File: src/rtl/ad9361_rx_framer_pkg.sv
// Shared constants for the AD9361 RX framer: slot indices, words per frame,
// default word width and the framer state encoding.
package ad9361_pkg;

  localparam int WIDTH_DEFAULT = 12;
  localparam int SISO_WORDS    = 2;
  localparam int MIMO_WORDS    = 4;

  localparam logic [1:0] SLOT_S0 = 2'd0;
  localparam logic [1:0] SLOT_S1 = 2'd1;
  localparam logic [1:0] SLOT_S2 = 2'd2;
  localparam logic [1:0] SLOT_S3 = 2'd3;

  // Low two bits of an active state are the slot index; bit 2 marks IDLE.
  typedef enum logic [2:0] {
    ST_S0   = 3'b000,
    ST_S1   = 3'b001,
    ST_S2   = 3'b010,
    ST_S3   = 3'b011,
    ST_IDLE = 3'b100
  } state_t;

endpackage

File: src/rtl/ad9361_rx_framer_if.sv
// Parallel I/Q sample handshake feeding the framer.
interface ad9361_rx_framer_if
  import ad9361_pkg::*;
#(
  parameter int WIDTH = WIDTH_DEFAULT
);
  logic [WIDTH-1:0] in_i0;
  logic [WIDTH-1:0] in_q0;
  logic [WIDTH-1:0] in_i1;
  logic [WIDTH-1:0] in_q1;
  logic             in_valid;
  logic             in_ready;

  modport master (
    output in_i0, in_q0, in_i1, in_q1, in_valid,
    input  in_ready
  );

  modport slave (
    input  in_i0, in_q0, in_i1, in_q1, in_valid,
    output in_ready
  );
endinterface

File: src/rtl/ad9361_rx_framer.sv
// AD9361-side RX sample source: takes one parallel I/Q sample per frame and
// serialises it onto a 12-bit word bus with a frame strobe, SISO or MIMO order.
// MIMO sends channel 1 first to match the B210 channel swap.
module ad9361_rx_framer
  import ad9361_pkg::*;
#(
  parameter int WIDTH             = WIDTH_DEFAULT,
  parameter bit ZERO_ON_UNDERFLOW = 1'b1
) (
  input  logic             clk,
  input  logic             reset_n,
  input  logic             enable,
  input  logic             mimo,
  ad9361_rx_framer_if.slave smp,
  output logic             rx_frame,
  output logic [WIDTH-1:0] rx_data,
  output logic             underflow,
  output logic             active
);

  state_t           state;
  logic             mimo_l;
  logic [WIDTH-1:0] hold_i0;
  logic [WIDTH-1:0] hold_q0;
  logic [WIDTH-1:0] hold_i1;
  logic [WIDTH-1:0] hold_q1;

  logic [1:0]       slot;
  logic [1:0]       slot_nxt;
  logic [1:0]       last_slot;
  logic             boundary;
  logic             ready;

  // Word carried by a given slot of the latched mode.
  function automatic logic [WIDTH-1:0] slot_word(
    input logic             m,
    input logic [1:0]       s,
    input logic [WIDTH-1:0] i0,
    input logic [WIDTH-1:0] q0,
    input logic [WIDTH-1:0] i1,
    input logic [WIDTH-1:0] q1
  );
    logic [WIDTH-1:0] w;
    if (m) begin
      case (s)
        SLOT_S0: w = i1;
        SLOT_S1: w = q1;
        SLOT_S2: w = i0;
        default: w = q0;
      endcase
    end else begin
      w = (s == SLOT_S0) ? i0 : q0;
    end
    return w;
  endfunction

  // Frame strobe level for a given slot: first half of the frame is high.
  function automatic logic slot_frame(input logic m, input logic [1:0] s);
    return m ? ((s == SLOT_S0) || (s == SLOT_S1)) : (s == SLOT_S0);
  endfunction

  assign slot      = state[1:0];
  assign slot_nxt  = slot + 2'd1;
  assign last_slot = mimo_l ? 2'(MIMO_WORDS - 1) : 2'(SISO_WORDS - 1);
  assign boundary  = (state == ST_IDLE) || (slot == last_slot);
  assign ready     = reset_n && enable && boundary;
  assign smp.in_ready = ready;
  assign active    = (state != ST_IDLE);

  // Frame sequencer: accept at boundaries, zero-fill or idle otherwise,
  // and step through the slots with registered word and strobe.
  always_ff @(posedge clk or negedge reset_n) begin
    if (!reset_n) begin
      state     <= ST_IDLE;
      mimo_l    <= 1'b0;
      hold_i0   <= '0;
      hold_q0   <= '0;
      hold_i1   <= '0;
      hold_q1   <= '0;
      rx_frame  <= 1'b0;
      rx_data   <= '0;
      underflow <= 1'b0;
    end else if (boundary) begin
      if (enable && smp.in_valid) begin
        state     <= ST_S0;
        mimo_l    <= mimo;
        hold_i0   <= smp.in_i0;
        hold_q0   <= smp.in_q0;
        hold_i1   <= smp.in_i1;
        hold_q1   <= smp.in_q1;
        rx_data   <= slot_word(mimo, SLOT_S0, smp.in_i0, smp.in_q0,
                               smp.in_i1, smp.in_q1);
        rx_frame  <= 1'b1;
        underflow <= 1'b0;
      end else if (enable && ZERO_ON_UNDERFLOW && (state != ST_IDLE)) begin
        // Keep the strobe cadence in the previously latched mode, all zeros.
        state     <= ST_S0;
        hold_i0   <= '0;
        hold_q0   <= '0;
        hold_i1   <= '0;
        hold_q1   <= '0;
        rx_data   <= '0;
        rx_frame  <= 1'b1;
        underflow <= 1'b1;
      end else begin
        state     <= ST_IDLE;
        rx_data   <= '0;
        rx_frame  <= 1'b0;
        underflow <= 1'b0;
      end
    end else begin
      state     <= state_t'({1'b0, slot_nxt});
      rx_data   <= slot_word(mimo_l, slot_nxt, hold_i0, hold_q0, hold_i1, hold_q1);
      rx_frame  <= slot_frame(mimo_l, slot_nxt);
      underflow <= 1'b0;
    end
  end

endmodule

File: src/flat_wrapper.sv
// flat-port wrapper written by rule: the top's interface ports become plain ports
module ad9361_rx_framer_flat import ad9361_pkg::*;
#(
  parameter int WIDTH             = WIDTH_DEFAULT,
  parameter bit ZERO_ON_UNDERFLOW = 1'b1
)
  (clk, reset_n, enable, mimo, rx_frame, rx_data, underflow, active, smp_in_i0, smp_in_q0, smp_in_i1, smp_in_q1, smp_in_valid, smp_in_ready);
  ad9361_rx_framer_if #(.WIDTH(WIDTH)) smp_i ();
  input  logic clk;
  input  logic reset_n;
  input  logic enable;
  input  logic mimo;
  output logic rx_frame;
  output logic [WIDTH-1:0] rx_data;
  output logic underflow;
  output logic active;
  input wire logic [$bits(smp_i.in_i0)-1:0] smp_in_i0;
  input wire logic [$bits(smp_i.in_q0)-1:0] smp_in_q0;
  input wire logic [$bits(smp_i.in_i1)-1:0] smp_in_i1;
  input wire logic [$bits(smp_i.in_q1)-1:0] smp_in_q1;
  input wire logic [$bits(smp_i.in_valid)-1:0] smp_in_valid;
  output wire logic [$bits(smp_i.in_ready)-1:0] smp_in_ready;
  assign smp_i.in_i0 = smp_in_i0;
  assign smp_i.in_q0 = smp_in_q0;
  assign smp_i.in_i1 = smp_in_i1;
  assign smp_i.in_q1 = smp_in_q1;
  assign smp_i.in_valid = smp_in_valid;
  assign smp_in_ready = smp_i.in_ready;
  ad9361_rx_framer #(.WIDTH(WIDTH), .ZERO_ON_UNDERFLOW(ZERO_ON_UNDERFLOW)) u_core (.clk(clk), .reset_n(reset_n), .enable(enable), .mimo(mimo), .smp(smp_i), .rx_frame(rx_frame), .rx_data(rx_data), .underflow(underflow), .active(active));
endmodule
File: config.mk
export PLATFORM = sky130hd
export DESIGN_NAME = ad9361_rx_framer_flat
export DESIGN_NICKNAME = d
export VERILOG_FILES = /design/src/rtl/ad9361_rx_framer_pkg.sv /design/src/rtl/ad9361_rx_framer_if.sv /design/src/rtl/ad9361_rx_framer.sv /design/src/flat_wrapper.sv
export SDC_FILE = /design/constraint.sdc
export NUM_CORES = 1
export LEC_CHECK = 0
export CAP_MARGIN = 25
export CORE_MARGIN = 8
export CORE_UTILIZATION = 45
export DETAILED_ROUTE_END_ITERATION = 10
export DONT_BUFFER_PORTS = 1
export PLACE_DENSITY_LB_ADDON = 0.12
export SYNTH_ARGS = -nofsm -noshare
export SYNTH_HDL_FRONTEND = slang
export SYNTH_SLANG_ARGS = --single-unit
File: constraint.sdc
create_clock -name clk -period 2 [get_ports clk]
set_input_delay 0.5 -clock clk [delete_from_list [all_inputs] [get_ports clk]]
set_output_delay 0.5 -clock clk [all_outputs]
set_load 0.02 [all_outputs]
-- Word-level counts from Yosys, hierarchy flattened
Index checks and enable logic that the tools add are counted.
- add/subtract/negate cells: 1
- eq/ne operators: 5
- mux-type cells: 21
- reduce and logical (&&, ||, !) cells: 10
- operator list (operator ; number):
    $mux W12 ; 10
    $pmux W12 S3 ; 1
    $mux W3 ; 3
    $mux W1 ; 6
    $logic_and A1 B1 Y1 ; 4
    $reduce_and A2 Y1 ; 2
    $eq A3 B3 Y1 const B ; 1
    $ne A3 B3 Y1 const B ; 1
    $add A2 B1 Y2 const B ; 1
    $eq A2 B1 Y1 const B ; 1
    $eq A2 B2 Y1 ; 1
    $eq A2 B2 Y1 const B ; 1
    $logic_not A2 Y1 ; 1
    $logic_or A1 B1 Y1 ; 2
    $mux W2 ; 1
    $reduce_bool A2 Y1 ; 1
- register bits after elaboration: 66
- output and inout bits: 16
- logic and storage cells: 46

-- Depth between registers and ports, before layout
Gate-level depths: netlist of run 1.
- depth after elaboration: 5
- depth in mapped cells: 8

-- Worst setup path before layout of run 1
Ideal clock, no wire load.
- path type: reg2out
- start point: register u_core.state[0]
- end point: output port smp_in_ready
- arrival: 1.747 ns
- path slack: -0.247 ns
- stages on the path, launching flop included: 7
- path buffers: 1
- path through: dfrtp_1 > inv_1 > ha_1 > nand2_1 > a21boi_4 > clkbuf_1 > nor2_1
- cells in the longest elaborated chain, start to end: 3
- elaborated cells between the ends (all ways): 4
- classes of those cells: eq/ne (2); reduce/logical (2)
- RTL lines (item ; line ; source):
    from (decl) ; ad9361_rx_framer.sv:21 ; state_t state;
    from (signal assigned) ; ad9361_rx_framer.sv:112 ; state <= state_t'({1'b0, slot_nxt});
    $eq A3 B3 Y1 or $eq A2 B2 Y1 (tied branches) ; ad9361_rx_framer.sv:65 ; assign boundary = (state == ST_IDLE) || (slot == last_slot);
    $logic_or A1 B1 Y1 (*) ; ad9361_rx_framer.sv:65 ;
    $logic_and A1 B1 Y1 (*) ; ad9361_rx_framer.sv:66 ; assign ready = reset_n && enable && boundary;
    to (decl) ; flat_wrapper.sv:22 ; output wire logic [$bits(smp_i.in_ready)-1:0] smp_in_ready;
Every way passes the cells marked *; elsewhere a longest branch is shown, timed or not.

-- Final worst setup path of run 1
Ends and elaborated chain as after synthesis.

==> reports/qor.yml, run 1 <==
run_status:
  status: "finished, violations left"
  violations: "negative hold slack"
routing:
  vias: 2128
  post_drt_wl_per_cell_um: 22.8
  drc_errors: 0
  drt_pass1_iterations: 5
  drtIter0Drc: 163
  via_per_inst: 6.39
  drt-total-wl_um: 7600
  drtAntennaViolNets: 0
synthesis:
  synth_top_family_by_area: "compound AO/OA/AOI/OAI gates"
  synth_edf_count: 0
  yosysMostFrequentCell: "dfrtp_1"
  synth_fa_ha_area_share_pct: 1.66
  ys_warn_count: 0
  netlist_area_um2: 3020
  synth_mux_area_share_pct: 8.33
  yosysSeqAreaShare_pct: 54.7
  synth_flop_cell: "dfrtp_1"
  synth_compound_area_share_pct: 24.7
  synth_cell_types: 28
  synth-seq-cells: 66
  synth_xor_area_share_pct: 0.290
  synth-simple-area-share_pct: 6.13
  synth_area_leaders: "dfrtp_1 (54%), a22o_1 (14%), mux2i_1 (8.0%), a222oi_1 (4.0%), o221ai_1 (3.5%)"
  netlist_instances: 249
  synth_nets: 306
  yosysTopAreaCell: "dfrtp_1"
  yosysTopAreaCellShare_pct: 53.9
  synthArstFlopShare_pct: 100
  synth_area_per_cell_um2: 12.1
  ys_top_cells_by_count: "dfrtp_1 (65), a22o_1 (48), mux2i_1 (24), nand2_1 (18)"
placed_design:
  place.gp.congestion: 0.741
  io_buffers: 0
  hpwlAfterDp_um: 4870
  place_ws_ns: 0.223
pwr:
  power.leakage_nw: 1.51
  totalPowerFinal_mw: 5.49
  power_frac_comb_pct: 39.3
  intPower_mw: 3.42
  power_switching_mw: 2.07
  clkPwrFrac_pct: 19.3
  cellPowerDensity_nw_per_um2: 1660
  peakVddDrop_uv: 650
  seqPwrFrac_pct: 41.4
  p_sw_share_pct: 37.7
worst_setup_path:
  required_ns: 1.50
  critPathMaxFanout: 5
  critPathCaptureType: "primary output"
  path_class: "reg2out"
  start_kind: "register"
  cp.arrival_ns: 1.41
die:
  die_x_um: 97.9
  start_util_pct: 45.4
  io_pins: 69
  die_h_um: 97.9
  die_area_um2: 9590
  core-area_um2: 6640
  placementRows: 30
finish:
  areaGrowthSynthToFinish_pct: 9.78
  nets: 306
  drive_gt1_share_pct: 14.6
  fillers: 606
  seqCellArea_um2: 1650
  multiInputGateArea_um2: 1260
  insertedDiodeCount: 0
cts:
  numCtsBuffers: 9
  clk_latency_ns: 0.33
  h-tree-depth: 3
  clock-sinks: 66
  root_buffer: "clkbuf_8"
  tritoncts: "done"
  path_clk_slew_ns: 0.07
  clk_path_buf_depth: 2
timing:
  slew_headroom_pct: 60.2
  max_freq_mhz: 522
  skew_ns: 0.00542
  finalCritPeriodShare_pct: 95.7
  setup_violations: 0
  hold_violations: 65
  drv_slew: 0
  worstMarginPinSlew_ns: 0.597
  rsz0062_at_grt: "no"
  tns_ns: 0
  period_needed_ns: 1.91
  whs_ns: -0.143
  setup_ws_ns: 0.0852
global_routing:
  grt_overflow: 0
  antenna_found_initial: 0
  grt_max_degree: 68
  grtUsageTotal_pct: 16.5
  grt_pass1_vias: 2246
  grt_pass1_wl_um: 12400
worst_hold_path:
  min_path_type: "in2async"
run:
  max_cap_viol_count: 0
[critical path: stages, from the launching register on]
cell and delay, ns:
dfrtp_2 0.46, inv_2 0.08, ha_2 0.19, nand2_2 0.06
a21boi_4 0.14, nor2_4 0.16
[final cells by class]
cell class / count / share of cell area, %
clock buffer: 12 / 4.38
clock inverter: 3 / 1.21
inverter: 2 / 0.227
multi-input combinational: 157 / 37.9
sequential: 66 / 49.9
tap: 80 / 3.02
timing repair buffer: 13 / 3.32
[cell usage in the layout (no fill, tap or decap), drive strengths merged, types with 4 or more instances in the layout]
cell type  instances
dfrtp             65
a22o              48
mux2i             24
nand2             18
buf               13
a222oi            12
nand3             12
o221ai            12
o21ai             12
clkbuf            12
ha                 4
nor2               4
[repair_timing]
| action | in CTS | in global routing |
|---|---|---|
| buffers inserted | 1 | 1 |
| gates resized for setup | 1 | 2 |
| hold endpoints to repair | 66 | 66 |
| pin swaps | 0 | 1 |
| endpoints found under the setup margin | 1 | 2 |
[routing by layer]
| metal | GRT usage (%) | share of wire (%) | up-vias |
|---|---|---|---|
| met5 | 0 | 0 | - |
| met4 | 6.12 | 0.62 | 0 |
| met3 | 6.61 | 8.8 | 4 |
| met2 | 24.9 | 46 | 83 |
| met1 | 20.8 | 44 | 1068 |
| li1 | - | - | 973 |
[metrics by stage]
| step | cell area (µm²) | util [%] | instances | hold slack, ns |
|---|---|---|---|---|
| final | 3310 | 49.9 | 333 | -0.143 |
| after global placement | 3110 | 46.8 | 316 | 0.207 |
| after global routing | 3310 | 49.9 | 333 | -0.169 |
| after detailed placement | 3110 | 46.8 | 316 | 0.207 |
| after CTS | 3300 | 49.7 | 332 | -0.159 |
| after floorplan | 3030 | - | 249 | 0.204 |
[registers in the layout (all words and copies together), names as in the netlist]
name / flops
u_core.hold_i0: 12
u_core.hold_i1: 12
u_core.hold_q0: 12
u_core.hold_q1: 12
u_core.mimo_l: 1
u_core.rx_data: 12
u_core.rx_frame: 1
u_core.state: 3
u_core.underflow: 1
[power by group through the flow]
stage / clock [mW] / sequential [mW] / combinational (mW)
finish: 1.06 / 2.27 / 2.16
global placement: 0 / 2.29 / 2.07
global route: 1.16 / 2.32 / 2.38
detailed placement: 0 / 2.28 / 2.12
floorplan: 0 / 2.17 / 1.67
CTS: 1.09 / 2.27 / 2.17
[cells by family (layout without fill, tap and decap cells)]
kind of cell / after synthesis / in the layout
DFF: 66 / 66
buffers and inverters: 26 / 30
xor gates and xnor gates: 1 / 1
AOI/OAI and AO/OA: 88 / 88
and+or+nand+nor: 39 / 39
adders and majority gates: 4 / 4
muxes: 25 / 25
[worst paths after layout]
kind                       slack [ns]              start                 to  cells after the start
max in group asynchronous        1.95            reset_n    u_core.state[2]                      0
setup / recovery                 0.09    u_core.state[0]       smp_in_ready                      5
setup reg to reg                 0.17    u_core.state[0]  u_core.rx_data[8]                      7
min in group clk                 0.29             enable   u_core.underflow                      2
hold / removal                  -0.14            reset_n  u_core.hold_i0[5]                      0
hold reg to reg                  0.51  u_core.hold_i1[6]  u_core.hold_i1[6]                      1
Power figures use the tool's default switching activity.
==> inputs of run 2 (changes only) <==
CORE_MARGIN = default   (was 8)
==> reports/qor.yml, run 2 (synthesis gave the netlist of run 1 again) <==
run_status:
  status: "finished, violations left"
  violations: "design-rule violations, negative hold slack"
placed_design:
  placed_cells: 313  # -0.95%
  io_buffers: 0  # unchanged
  hpwlAfterDp_um: 4520  # -7.2%
  place.gp.congestion: 0.760  # +2.5%
  place_area_um2: 3120  # +0.28%
worst_hold_path:
  min_path_type: "in2async"
worst_setup_path:
  path_cells: "inv_2, ha_4, nand2_4, a21boi_4, nor2_4"
  cpPeakStageDelay_ns: 0.43  # -0.03 ns
  cp.arrival_ns: 1.43  # +0.02 ns
  path_class: "reg2out"
  timing.rr.start: "u_core.state[1]"
  r2r_cells: 7  # unchanged
  crit_buf_inv: 1  # unchanged
  r2r_end: "u_core.rx_data[8]"
  critPathCaptureType: "primary output"
  slowest_stage: "dfrtp_1"
  cp.depth: 5  # unchanged
  critPathMaxFanout: 4  # -1
  required_ns: 1.50  # about the same
  start_kind: "register"
  rrSetupSlack_ns: 0.16  # about the same
  critPathTopFamily: "flip-flops"
finish:
  insertedDiodeCount: 0  # unchanged
  final_area_um2: 3310  # -0.19%
  nets: 306  # unchanged
  multiInputGateArea_um2: 1270  # +1.4%
  fin_cells: 329  # -1.2%
  seqCellArea_um2: 1650  # unchanged
  drive_gt1_share_pct: 14.3  # -0.34 points
  final_common_cell: "dfrtp_1"
  final_cell_mix: "dfrtp_1 (64), a22o_1 (48), mux2i_1 (24)"
  fillers: 583  # -3.8%
  areaGrowthSynthToFinish_pct: 9.57
  final_util_pct: 51.5  # +1.6 points
routing:
  post_drt_wl_per_cell_um: 22.1  # -3.1%
  drc_errors: 4  # +4
  drt_pass1_iterations: 7  # +2
  drt-total-wl_um: 7280  # -4.3%
  drtAntennaViolNets: 0  # unchanged
  drtIter0Drc: 141  # -13%
  vias: 2122  # -0.28%
  via_per_inst: 6.45  # +0.93%
cts:
  clk_latency_ns: 0.34  # about the same
  clock-sinks: 66  # unchanged
  h-tree-depth: 3  # unchanged
  tritoncts: "done"
  clk_path_buf_depth: 2  # unchanged
  root_buffer: "clkbuf_8"
  numCtsBuffers: 9  # unchanged
  path_clk_slew_ns: 0.07  # about the same
die:
  die_area_um2: 7040  # -27%
  core-area_um2: 6420  # -3.3%
  io_pins: 69  # unchanged
  die_x_um: 83.9  # -14%
  die_h_um: 83.9  # -14%
  start_util_pct: 47.0  # +1.6 points
  placementRows: 29  # -3.3%
pwr:
  peakVddDrop_uv: 591  # -9.1%
  power.leakage_nw: 1.50  # -0.30%
  cellPowerDensity_nw_per_um2: 1650  # -0.68%
global_routing:
  grt_pass1_vias: 2163  # -3.7%
  grtUsageTotal_pct: 21.8  # +5.3 points
  antenna_found_initial: 0  # unchanged
  grt_overflow: 0  # unchanged
  grt_max_degree: 68  # unchanged
  grt_pass1_wl_um: 11700  # -6.1%
timing:
  skew_ns: 0.00671  # +0.00129 ns
  tns_ns: 0  # unchanged
  max_freq_mhz: 518  # -0.82%
  hold_violations: 65  # unchanged
  rsz0062_at_grt: "no"
  period_needed_ns: 1.93  # +0.0158 ns
  setup_violations: 0  # unchanged
  worstMarginPinSlew_ns: 0.568  # -0.0288 ns
  whs_ns: -0.142  # +0.00124 ns
  slew_headroom_pct: 62.1  # +1.9 points
  finalCritPeriodShare_pct: 96.5  # +0.79 points
  drv_slew: 0  # unchanged
run:
  max_cap_viol_count: 0  # unchanged
==> run 2: changes by cell type in the layout (fill, tap and decap cells not counted) <==
| cell | change |
|---|---|
| clkbuf_1 | +2 |
| clkinv_2 | -2 |
| buf_12 | +1 |
| buf_4 | -1 |
| bufinv_16 | -1 |
| ha_1 | -1 |
| ha_4 | +1 |
| inv_1 | -1 |
| inv_2 | +1 |
| nand2_2 | -1 |
| nand2_4 | +1 |
==> run 2: worst register-to-register path: stages (launching register included) <==
cell and delay [ns]:
dfrtp_1 0.43, inv_2 0.10, ha_4 0.14, nand2_4 0.08, a21boi_4 0.16, buf_4 0.17, or2_2 0.44, o21ai_0 0.23
==> run 2: how the worst max path moves through the flow <==
stage / startpoint / to / slack (ns)
floorplan: u_core.state[0] / smp_in_ready / 0.02
global placement: u_core.state[0] / u_core.hold_i1[5] / 0.15
detailed placement: u_core.state[0] / u_core.hold_i0[7] / 0.14
CTS: u_core.state[1] / smp_in_ready / 0.02
global route: u_core.state[1] / smp_in_ready / 0.02
finish: u_core.state[1] / smp_in_ready / 0.07
==> run 2: metrics by stage <==
| step | hold WS [ns] | power (mW) | worst slack, ns |
|---|---|---|---|
| 2_1_floorplan | 0.204 | 3.84 | 0.0237 |
| 3_3_place_gp | 0.206 | 4.39 | 0.146 |
| 3_5_place_dp | 0.206 | 4.41 | 0.136 |
| 4_1_cts | -0.161 | 5.43 | 0.0151 |
| 5_1_grt | -0.165 | 5.78 | 0.0192 |
| 6_report | -0.142 | 5.44 | 0.0694 |
==> run 2: power breakdown <==
| group | switching (mW) | internal (mW) |
|---|---|---|
| Combinational | 1.21 | 1.05 |
| Clock | 0.463 | 0.473 |
| Sequential | 0.421 | 1.83 |
==> run 2: metal layers <==
layer / vias up / global-route usage [%] / part of all wire (%)
met5: - / 0 / 0
met4: 0 / 9.09 / 1.2
met3: 9 / 6.03 / 7.4
met2: 73 / 34.6 / 46
met1: 1071 / 28.3 / 45
li1: 969 / - / -
==> run 2: cell type report <==
class / instances / area share (%)
flip-flops and latches: 66 / 50.0
multi-input cells: 157 / 38.5
clock buffers: 14 / 4.61
repair buffers: 13 / 3.71
well taps: 77 / 2.91
inverters: 2 / 0.227
==> run 2: repair_timing <==
action | in CTS | in global routing
gates cloned | 0 | 0
endpoints found under the setup margin | 1 | 3
gates resized for setup | 3 | 4
hold endpoints to repair | 66 | 66
pin swaps | 1 | 1
buffers inserted | 2 | 0
